**config.mk**
```make
export PLATFORM = sky130hd
export DESIGN_NAME = ahb_lite_cmd_master_flat
export DESIGN_NICKNAME = d
export VERILOG_FILES = /design/src/rtl/ahb_lite_cmd_master_if.sv /design/src/rtl/ahb_lite_cmd_master.sv /design/src/flat_wrapper.sv
export SDC_FILE = /design/constraint.sdc
export NUM_CORES = 1
export LEC_CHECK = 0
export ABC_AREA = 1
export CAP_MARGIN = 30
export CORE_MARGIN = 3
export CORE_UTILIZATION = 44
export CTS_BUF_LIST = sky130_fd_sc_hd__clkbuf_8
export DETAILED_ROUTE_END_ITERATION = 10
export PLACE_DENSITY = 0.82
export SYNTH_ARGS = -nofsm -noshare
export SYNTH_HDL_FRONTEND = slang
export SYNTH_SLANG_ARGS = --single-unit
```
**constraint.sdc**
```tcl
create_clock -name HCLK -period 1.9 [get_ports HCLK]
set_input_delay 0.475 -clock HCLK [delete_from_list [all_inputs] [get_ports HCLK]]
set_output_delay 0.475 -clock HCLK [all_outputs]
set_load 0.01 [all_outputs]
```
**src/rtl/ahb_lite_cmd_master_if.sv**
```systemverilog
// Command port and AHB-Lite manager signals bundled for ahb_lite_cmd_master.
// The modport named master is the view used by the command master.
// The modport named slave is the view used by the controller and the fabric.
// Command port: cmd_valid/cmd_ready handshake carrying cmd_addr, cmd_write, cmd_size and cmd_wdata.
// Response port: the rsp_valid strobe carrying rsp_rdata and rsp_err.
// AHB-Lite port: HADDR, HTRANS, HWRITE, HSIZE, HBURST, HPROT, HMASTLOCK and HWDATA out; HRDATA, HREADY and HRESP in.
interface ahb_lite_cmd_master_if;
    // command / response side
    logic        cmd_valid;
    logic        cmd_ready;
    logic [31:0] cmd_addr;
    logic        cmd_write;
    logic [1:0]  cmd_size;
    logic [31:0] cmd_wdata;
    logic        rsp_valid;
    logic [31:0] rsp_rdata;
    logic        rsp_err;
    // AHB-Lite side
    logic [31:0] HADDR;
    logic [1:0]  HTRANS;
    logic        HWRITE;
    logic [2:0]  HSIZE;
    logic [2:0]  HBURST;
    logic [3:0]  HPROT;
    logic        HMASTLOCK;
    logic [31:0] HWDATA;
    logic [31:0] HRDATA;
    logic        HREADY;
    logic        HRESP;

    modport master (
        input  cmd_valid, cmd_addr, cmd_write, cmd_size, cmd_wdata,
        output cmd_ready, rsp_valid, rsp_rdata, rsp_err,
        output HADDR, HTRANS, HWRITE, HSIZE, HBURST, HPROT, HMASTLOCK, HWDATA,
        input  HRDATA, HREADY, HRESP
    );

    modport slave (
        output cmd_valid, cmd_addr, cmd_write, cmd_size, cmd_wdata,
        input  cmd_ready, rsp_valid, rsp_rdata, rsp_err,
        input  HADDR, HTRANS, HWRITE, HSIZE, HBURST, HPROT, HMASTLOCK, HWDATA,
        output HRDATA, HREADY, HRESP
    );
endinterface

```
**src/rtl/ahb_lite_cmd_master.sv**
```systemverilog
// Single-outstanding AHB-Lite manager: one valid/ready command becomes one NONSEQ SINGLE transfer.
// Latency: a zero-wait transfer responds 2 cycles after accept; a rejected (misaligned/size 3) command responds on the next cycle.
// Backpressure: cmd_ready is high only when idle; HREADY stretches the address and data phases; the response is never stalled.
// Ports:
//   HCLK     bus clock; all logic runs on its rising edge.
//   HRESETn  asynchronous active-low reset.
//   bus      ahb_lite_cmd_master_if.master: command port (cmd_*), response strobe (rsp_*), AHB-Lite manager signals (H*).
module ahb_lite_cmd_master #(
    parameter logic [3:0] HPROT_VAL = 4'b0011
) (
    input  logic                  HCLK,
    input  logic                  HRESETn,
    ahb_lite_cmd_master_if.master bus
);
    localparam logic [1:0] HTRANS_IDLE   = 2'b00;
    localparam logic [1:0] HTRANS_NONSEQ = 2'b10;

    typedef enum logic [1:0] {
        ST_IDLE,
        ST_ADDR,
        ST_DATA,
        ST_RESP
    } state_t;

    state_t      state;
    state_t      state_nxt;
    logic        accept;
    logic        misaligned;
    logic        capture;
    logic [31:0] wdata_lanes;
    logic [31:0] rd_shift;
    logic [31:0] rd_lane;

    assign bus.HBURST    = 3'b000;
    assign bus.HPROT     = HPROT_VAL;
    assign bus.HMASTLOCK = 1'b0;

    assign accept  = (state == ST_IDLE) && bus.cmd_valid;
    assign capture = (state == ST_DATA) && bus.HREADY;

    // Size 3 is never legal; half and word must be naturally aligned.
    always_comb begin
        misaligned = 1'b0;
        case (bus.cmd_size)
            2'd1:    misaligned = bus.cmd_addr[0];
            2'd2:    misaligned = |bus.cmd_addr[1:0];
            2'd3:    misaligned = 1'b1;
            default: misaligned = 1'b0;
        endcase
    end

    // Replicate narrow write data across all lanes so the slave sees it whatever the address.
    always_comb begin
        wdata_lanes = bus.cmd_wdata;
        case (bus.cmd_size)
            2'd0:    wdata_lanes = {4{bus.cmd_wdata[7:0]}};
            2'd1:    wdata_lanes = {2{bus.cmd_wdata[15:0]}};
            default: wdata_lanes = bus.cmd_wdata;
        endcase
    end

    // HADDR/HSIZE still hold the command while in DATA, so they select the read lane.
    // The address is aligned, so one byte-granular shift covers both byte and half.
    assign rd_shift = bus.HRDATA >> {bus.HADDR[1:0], 3'b000};

    always_comb begin
        rd_lane = bus.HRDATA;
        case (bus.HSIZE[1:0])
            2'd0:    rd_lane = {24'd0, rd_shift[7:0]};
            2'd1:    rd_lane = {16'd0, rd_shift[15:0]};
            default: rd_lane = bus.HRDATA;
        endcase
    end

    // State register. HTRANS is decoded from the state, so reset returns it to IDLE without waiting for a clock.
    always_ff @(posedge HCLK or negedge HRESETn) begin
        if (!HRESETn) begin
            state <= ST_IDLE;
        end else begin
            state <= state_nxt;
        end
    end

    always_comb begin
        state_nxt     = state;
        bus.cmd_ready = 1'b0;
        bus.rsp_valid = 1'b0;
        bus.HTRANS    = HTRANS_IDLE;
        case (state)
            ST_IDLE: begin
                bus.cmd_ready = 1'b1;
                if (bus.cmd_valid) begin
                    state_nxt = misaligned ? ST_RESP : ST_ADDR;
                end
            end
            ST_ADDR: begin
                bus.HTRANS = HTRANS_NONSEQ;
                if (bus.HREADY) begin
                    state_nxt = ST_DATA;
                end
            end
            ST_DATA: begin
                // HREADY low covers both wait states and the first cycle of an ERROR response.
                if (bus.HREADY) begin
                    state_nxt = ST_RESP;
                end
            end
            ST_RESP: begin
                bus.rsp_valid = 1'b1;
                state_nxt     = ST_IDLE;
            end
            default: state_nxt = ST_IDLE;
        endcase
    end

    // Address-phase signals load only for commands that actually reach the bus.
    // A rejected command therefore leaves the previous HADDR/HSIZE/HWRITE on the bus.
    always_ff @(posedge HCLK or negedge HRESETn) begin
        if (!HRESETn) begin
            bus.HADDR     <= 32'd0;
            bus.HWRITE    <= 1'b0;
            bus.HSIZE     <= 3'd0;
            bus.HWDATA    <= 32'd0;
            bus.rsp_rdata <= 32'd0;
            bus.rsp_err   <= 1'b0;
        end else begin
            if (accept && !misaligned) begin
                bus.HADDR  <= bus.cmd_addr;
                bus.HWRITE <= bus.cmd_write;
                bus.HSIZE  <= {1'b0, bus.cmd_size};
                if (bus.cmd_write) begin
                    bus.HWDATA <= wdata_lanes;
                end
            end

            if (accept && misaligned) begin
                bus.rsp_err   <= 1'b1;
                bus.rsp_rdata <= 32'd0;
            end else if (capture) begin
                bus.rsp_err   <= bus.HRESP;
                bus.rsp_rdata <= (bus.HWRITE || bus.HRESP) ? 32'd0 : rd_lane;
            end else if (state == ST_RESP) begin
                bus.rsp_err   <= 1'b0;
                bus.rsp_rdata <= 32'd0;
            end
        end
    end
endmodule

```
**src/flat_wrapper.sv**
```systemverilog
// flat-port wrapper written by rule: the top's interface ports become plain ports
module ahb_lite_cmd_master_flat 
#(
    parameter logic [3:0] HPROT_VAL = 4'b0011
)
  (HCLK, HRESETn, bus_cmd_valid, bus_cmd_addr, bus_cmd_write, bus_cmd_size, bus_cmd_wdata, bus_cmd_ready, bus_rsp_valid, bus_rsp_rdata, bus_rsp_err, bus_HADDR, bus_HTRANS, bus_HWRITE, bus_HSIZE, bus_HBURST, bus_HPROT, bus_HMASTLOCK, bus_HWDATA, bus_HRDATA, bus_HREADY, bus_HRESP);
  ahb_lite_cmd_master_if bus_i ();
  input  logic HCLK;
  input  logic HRESETn;
  input wire logic [$bits(bus_i.cmd_valid)-1:0] bus_cmd_valid;
  input wire logic [$bits(bus_i.cmd_addr)-1:0] bus_cmd_addr;
  input wire logic [$bits(bus_i.cmd_write)-1:0] bus_cmd_write;
  input wire logic [$bits(bus_i.cmd_size)-1:0] bus_cmd_size;
  input wire logic [$bits(bus_i.cmd_wdata)-1:0] bus_cmd_wdata;
  output wire logic [$bits(bus_i.cmd_ready)-1:0] bus_cmd_ready;
  output wire logic [$bits(bus_i.rsp_valid)-1:0] bus_rsp_valid;
  output wire logic [$bits(bus_i.rsp_rdata)-1:0] bus_rsp_rdata;
  output wire logic [$bits(bus_i.rsp_err)-1:0] bus_rsp_err;
  output wire logic [$bits(bus_i.HADDR)-1:0] bus_HADDR;
  output wire logic [$bits(bus_i.HTRANS)-1:0] bus_HTRANS;
  output wire logic [$bits(bus_i.HWRITE)-1:0] bus_HWRITE;
  output wire logic [$bits(bus_i.HSIZE)-1:0] bus_HSIZE;
  output wire logic [$bits(bus_i.HBURST)-1:0] bus_HBURST;
  output wire logic [$bits(bus_i.HPROT)-1:0] bus_HPROT;
  output wire logic [$bits(bus_i.HMASTLOCK)-1:0] bus_HMASTLOCK;
  output wire logic [$bits(bus_i.HWDATA)-1:0] bus_HWDATA;
  input wire logic [$bits(bus_i.HRDATA)-1:0] bus_HRDATA;
  input wire logic [$bits(bus_i.HREADY)-1:0] bus_HREADY;
  input wire logic [$bits(bus_i.HRESP)-1:0] bus_HRESP;
  assign bus_i.cmd_valid = bus_cmd_valid;
  assign bus_i.cmd_addr = bus_cmd_addr;
  assign bus_i.cmd_write = bus_cmd_write;
  assign bus_i.cmd_size = bus_cmd_size;
  assign bus_i.cmd_wdata = bus_cmd_wdata;
  assign bus_cmd_ready = bus_i.cmd_ready;
  assign bus_rsp_valid = bus_i.rsp_valid;
  assign bus_rsp_rdata = bus_i.rsp_rdata;
  assign bus_rsp_err = bus_i.rsp_err;
  assign bus_HADDR = bus_i.HADDR;
  assign bus_HTRANS = bus_i.HTRANS;
  assign bus_HWRITE = bus_i.HWRITE;
  assign bus_HSIZE = bus_i.HSIZE;
  assign bus_HBURST = bus_i.HBURST;
  assign bus_HPROT = bus_i.HPROT;
  assign bus_HMASTLOCK = bus_i.HMASTLOCK;
  assign bus_HWDATA = bus_i.HWDATA;
  assign bus_i.HRDATA = bus_HRDATA;
  assign bus_i.HREADY = bus_HREADY;
  assign bus_i.HRESP = bus_HRESP;
  ahb_lite_cmd_master #(.HPROT_VAL(HPROT_VAL)) u_core (.HCLK(HCLK), .HRESETn(HRESETn), .bus(bus_i));
endmodule
```
==> key figures <==
Floorplanning
  • Die W: 115 um
  • Overall die area: 13200 um2
  • Die Ht: 115 um
  • Starting density of the core: 45.2%
  • Core area: around 12000 um2
  • # rows: 39
  • Top-Level Pins: 217

Clock network
  • CTS tree: built
  • TritonCTS buffer count: 9
  • CTS Sinks: 102
  • CTS clk-pin slew, worst paths: roughly 0.10 ns
  • Hold-fix buffers, CTS: 0
  • H-tree depth: 3
  • Max clock buf depth: 2
  • Post-CTS setup buffer count: 0
  • PostCTS Resize Cnt: 4
  • Worst-Skew Late Latency: between 0.3 and 0.4 ns
  • CTS root buffer: clkbuf_8

Power and ir drop
  • Final Power: 10.2 mW
  • Combinational power share: 50.7%
  • Lkg Pwr: 3.81 nW
  • Clock Power Share: 14.3%
  • Sequential Power Share: 34.9%
  • Switching Power: around 4.0 mW
  • Maximum VDD drop: 0.760 mV
  • Pwr dens: ~1300 nW/um2
  • Net Sw Frac: 38.9%
  • P_int: approximately 6.2 mW

Worst setup path
  • CP Max Fanout: 2
  • Reg2reg end: u_core.bus.rsp_rdata[7]$_DFFE_PN0P_
  • Crit-path slowest cell: clkdlybuf4s50_1
  • Worst r2r src: u_core.state[0]$_DFFE_PN0P_
  • Family with the most delay on the worst path: buffers and inverters
  • Worst Reg2Reg Path Length in Cells: 8
  • CP Capture Type: output port
  • Worst Path Class, Setup: flop to output port
  • Count of buffer and inverter cells on the critical path: 1
  • R2r setup slk: 0.14 ns
  • Worst path max stage delay: 0.57 ns
  • WP data arrival: 1.38 ns
  • Critical path cell sequence: clkdlybuf4s50_1
  • CP required: 1.42 ns
  • Startpoint types: flop

Logic synthesis
  • Unique masters post-synth: 24
  • Seq cells post-synth: 102
  • Seq/Total Area, Yosys: 49.0%
  • Netlist Area Pre-Place: 5210 um2
  • YS warnings: 0
  • Avg Synthesized Cell Area: 7.58 um2
  • Post-synthesis cell count: 687

Final layout
  • Commonest non-fill, non-tap cells in the layout: nand2_1, clkdlybuf4s50_1, dfrtp_1
  • Register Area: 2550 um2
  • Multi-input logic area: 2310 um2
  • Post-route cell area: 7720 um2
  • Area Growth Syn to Fin: 48.2%
  • Nets: 999
  • Post-layout util: 67.1%
  • Layout cell share with drive strength beyond 1: 8.60%
  • Number of fill cells: slightly below 1k
  • Antenna cells: 0
  • Commonest non-fill, non-tap cell in the layout: nand2_1

Timing
  • Hold Vio Cnt, Final: 0
  • Final setup margin: 0.0463 ns
  • F_max: between 500 and 600 MHz
  • Slew @ Worst Pin: roughly 0.54 ns
  • RSZ-0062 raised after global routing: false
  • Fin crit share: roughly 98%
  • Final clock skew: 0.00847 ns
  • Min Clock Period, post-route: 1.85 ns
  • Headroom to the max-slew limit: 63.7%
  • Final setup fails: 0
  • Slew Viols, Final: 0

Route
  • 1st-iter DRT viols: 231
  • Routed vias: 5254
  • Detailed Routing Iterations Pass 1: 5
  • WL per Instance: 15.3 um
  • DR DRC count: 0
  • Final wirelength: 15800 um
  • Post-DR vias/cell: approximately 5.1
  • Detail Route Antenna Nets: 0

Place
  • PortBufs: 206
  • Cell Area, Placed: 7510 um2
  • Final Wtd Congestion: 0.824
  • DP HPWL: 11700 um
  • Post-place setup slack: -0.285 ns

Global routing
  • Gr usage total: around a quarter
  • Vias in the first global route: 4973
  • Grt ovf: 0
  • First-pass GRT wire length: 25300 um
  • Initial antenna violation count: 0
  • Pin count of the biggest net entering global routing: 47

Min path
  • HP Class: input port to async pin

Run status
  • Status: finished clean

Flow run
  • Count of max-cap constraint violations: 0
cells by family after synthesis:
group	after synthesis	synth area share, %
and+or+nand+nor	410	32.9
other	2	0.144
muxes	8	1.73
DFF	102	49.0
AOI/OAI and AO/OA	74	7.42
adders and majority gates	5	1.20
buffers and inverters	86	7.64
Yosys cell counts:
cell	n	share of area [%]
nor2_2	1	0.12
nand2_4	2	0.43
buf_4	13	1.9
buf_1	2	0.14
inv_2	1	0.072
nand2_2	2	0.24
nor2_1	7	0.50
o21ai_2	2	0.34
o21a_1	1	0.14
buf_2	21	2.0
nand2_1	290	21
a21oi_2	1	0.17
or2_2	8	0.96
o21ai_0	69	6.6
nor3_1	1	0.096
mux2_2	8	1.7
ha_1	5	1.2
nor2_4	1	0.22
nand3_1	98	9.4
o211ai_1	1	0.14
conb_1	2	0.14
clkbuf_1	15	1.1
inv_1	34	2.4
dfrtp_1	102	49
power groups by stage:
stage | logic [mW] | registers (mW) | clock network, mW
2_1_floorplan | 2.05 | 3.92 | 0
3_3_place_gp | 5.16 | 3.59 | 0
3_5_place_dp | 5.24 | 3.59 | 0
4_1_cts | 5.23 | 3.58 | 1.50
5_1_grt | 5.73 | 3.69 | 1.58
6_report | 5.19 | 3.57 | 1.47
sequential cells by signal (all words and copies together) (netlist names):
name	flops
u_core.bus.rsp_rdata	32
u_core.state	2
u_core.bus.HSIZE	2
u_core.bus.HWDATA	32
u_core.bus.HADDR	32
u_core.bus.rsp_err	1
u_core.bus.HWRITE	1
worst max path at each step:
stage | start | to | depth (start not counted)
3_3_place_gp | bus_cmd_size[0] | u_core.bus.HWDATA[26]$_DFFE_PN0P_ | 7
6_report | u_core.bus.HWDATA[16]$_DFFE_PN0P_ | bus_HWDATA[16] | 1
4_1_cts | u_core.state[0]$_DFFE_PN0P_ | bus_cmd_ready | 3
5_1_grt | u_core.bus.HWRITE$_DFFE_PN0P_ | bus_HWRITE | 1
2_1_floorplan | u_core.state[0]$_DFFE_PN0P_ | u_core.bus.rsp_rdata[3]$_DFFE_PN0P_ | 8
3_5_place_dp | bus_cmd_size[0] | u_core.bus.rsp_rdata[1]$_DFFE_PN0P_ | 6
per-layer routing:
metal  track usage [%]  wire length [um]
met1              32.2              6700
met2              38.3              7410
met3              6.68              1450
met4              7.75               280
met5                 0                 0
through the flow:
step                      setup TNS [ns]  std cells  hold slack [ns]
final                                  0       1038           0.0679
after global routing                   0       1038           0.0804
after CTS                              0       1038           0.0642
after detailed placement          -20.75       1022            0.466
after global placement            -15.89       1022            0.453
after floorplan                        0        695            0.179
cell type report:
class / instances / share of cell area (%)
tap: 143 / 2.32
timing repair buffer: 235 / 30.3
multi-input combinational: 507 / 29.9
inverter: 35 / 1.70
sequential: 102 / 33.1
clock buffer: 9 / 1.60
clock inverter: 7 / 1.04
No activity file was read; power rests on OpenSTA's default activity.
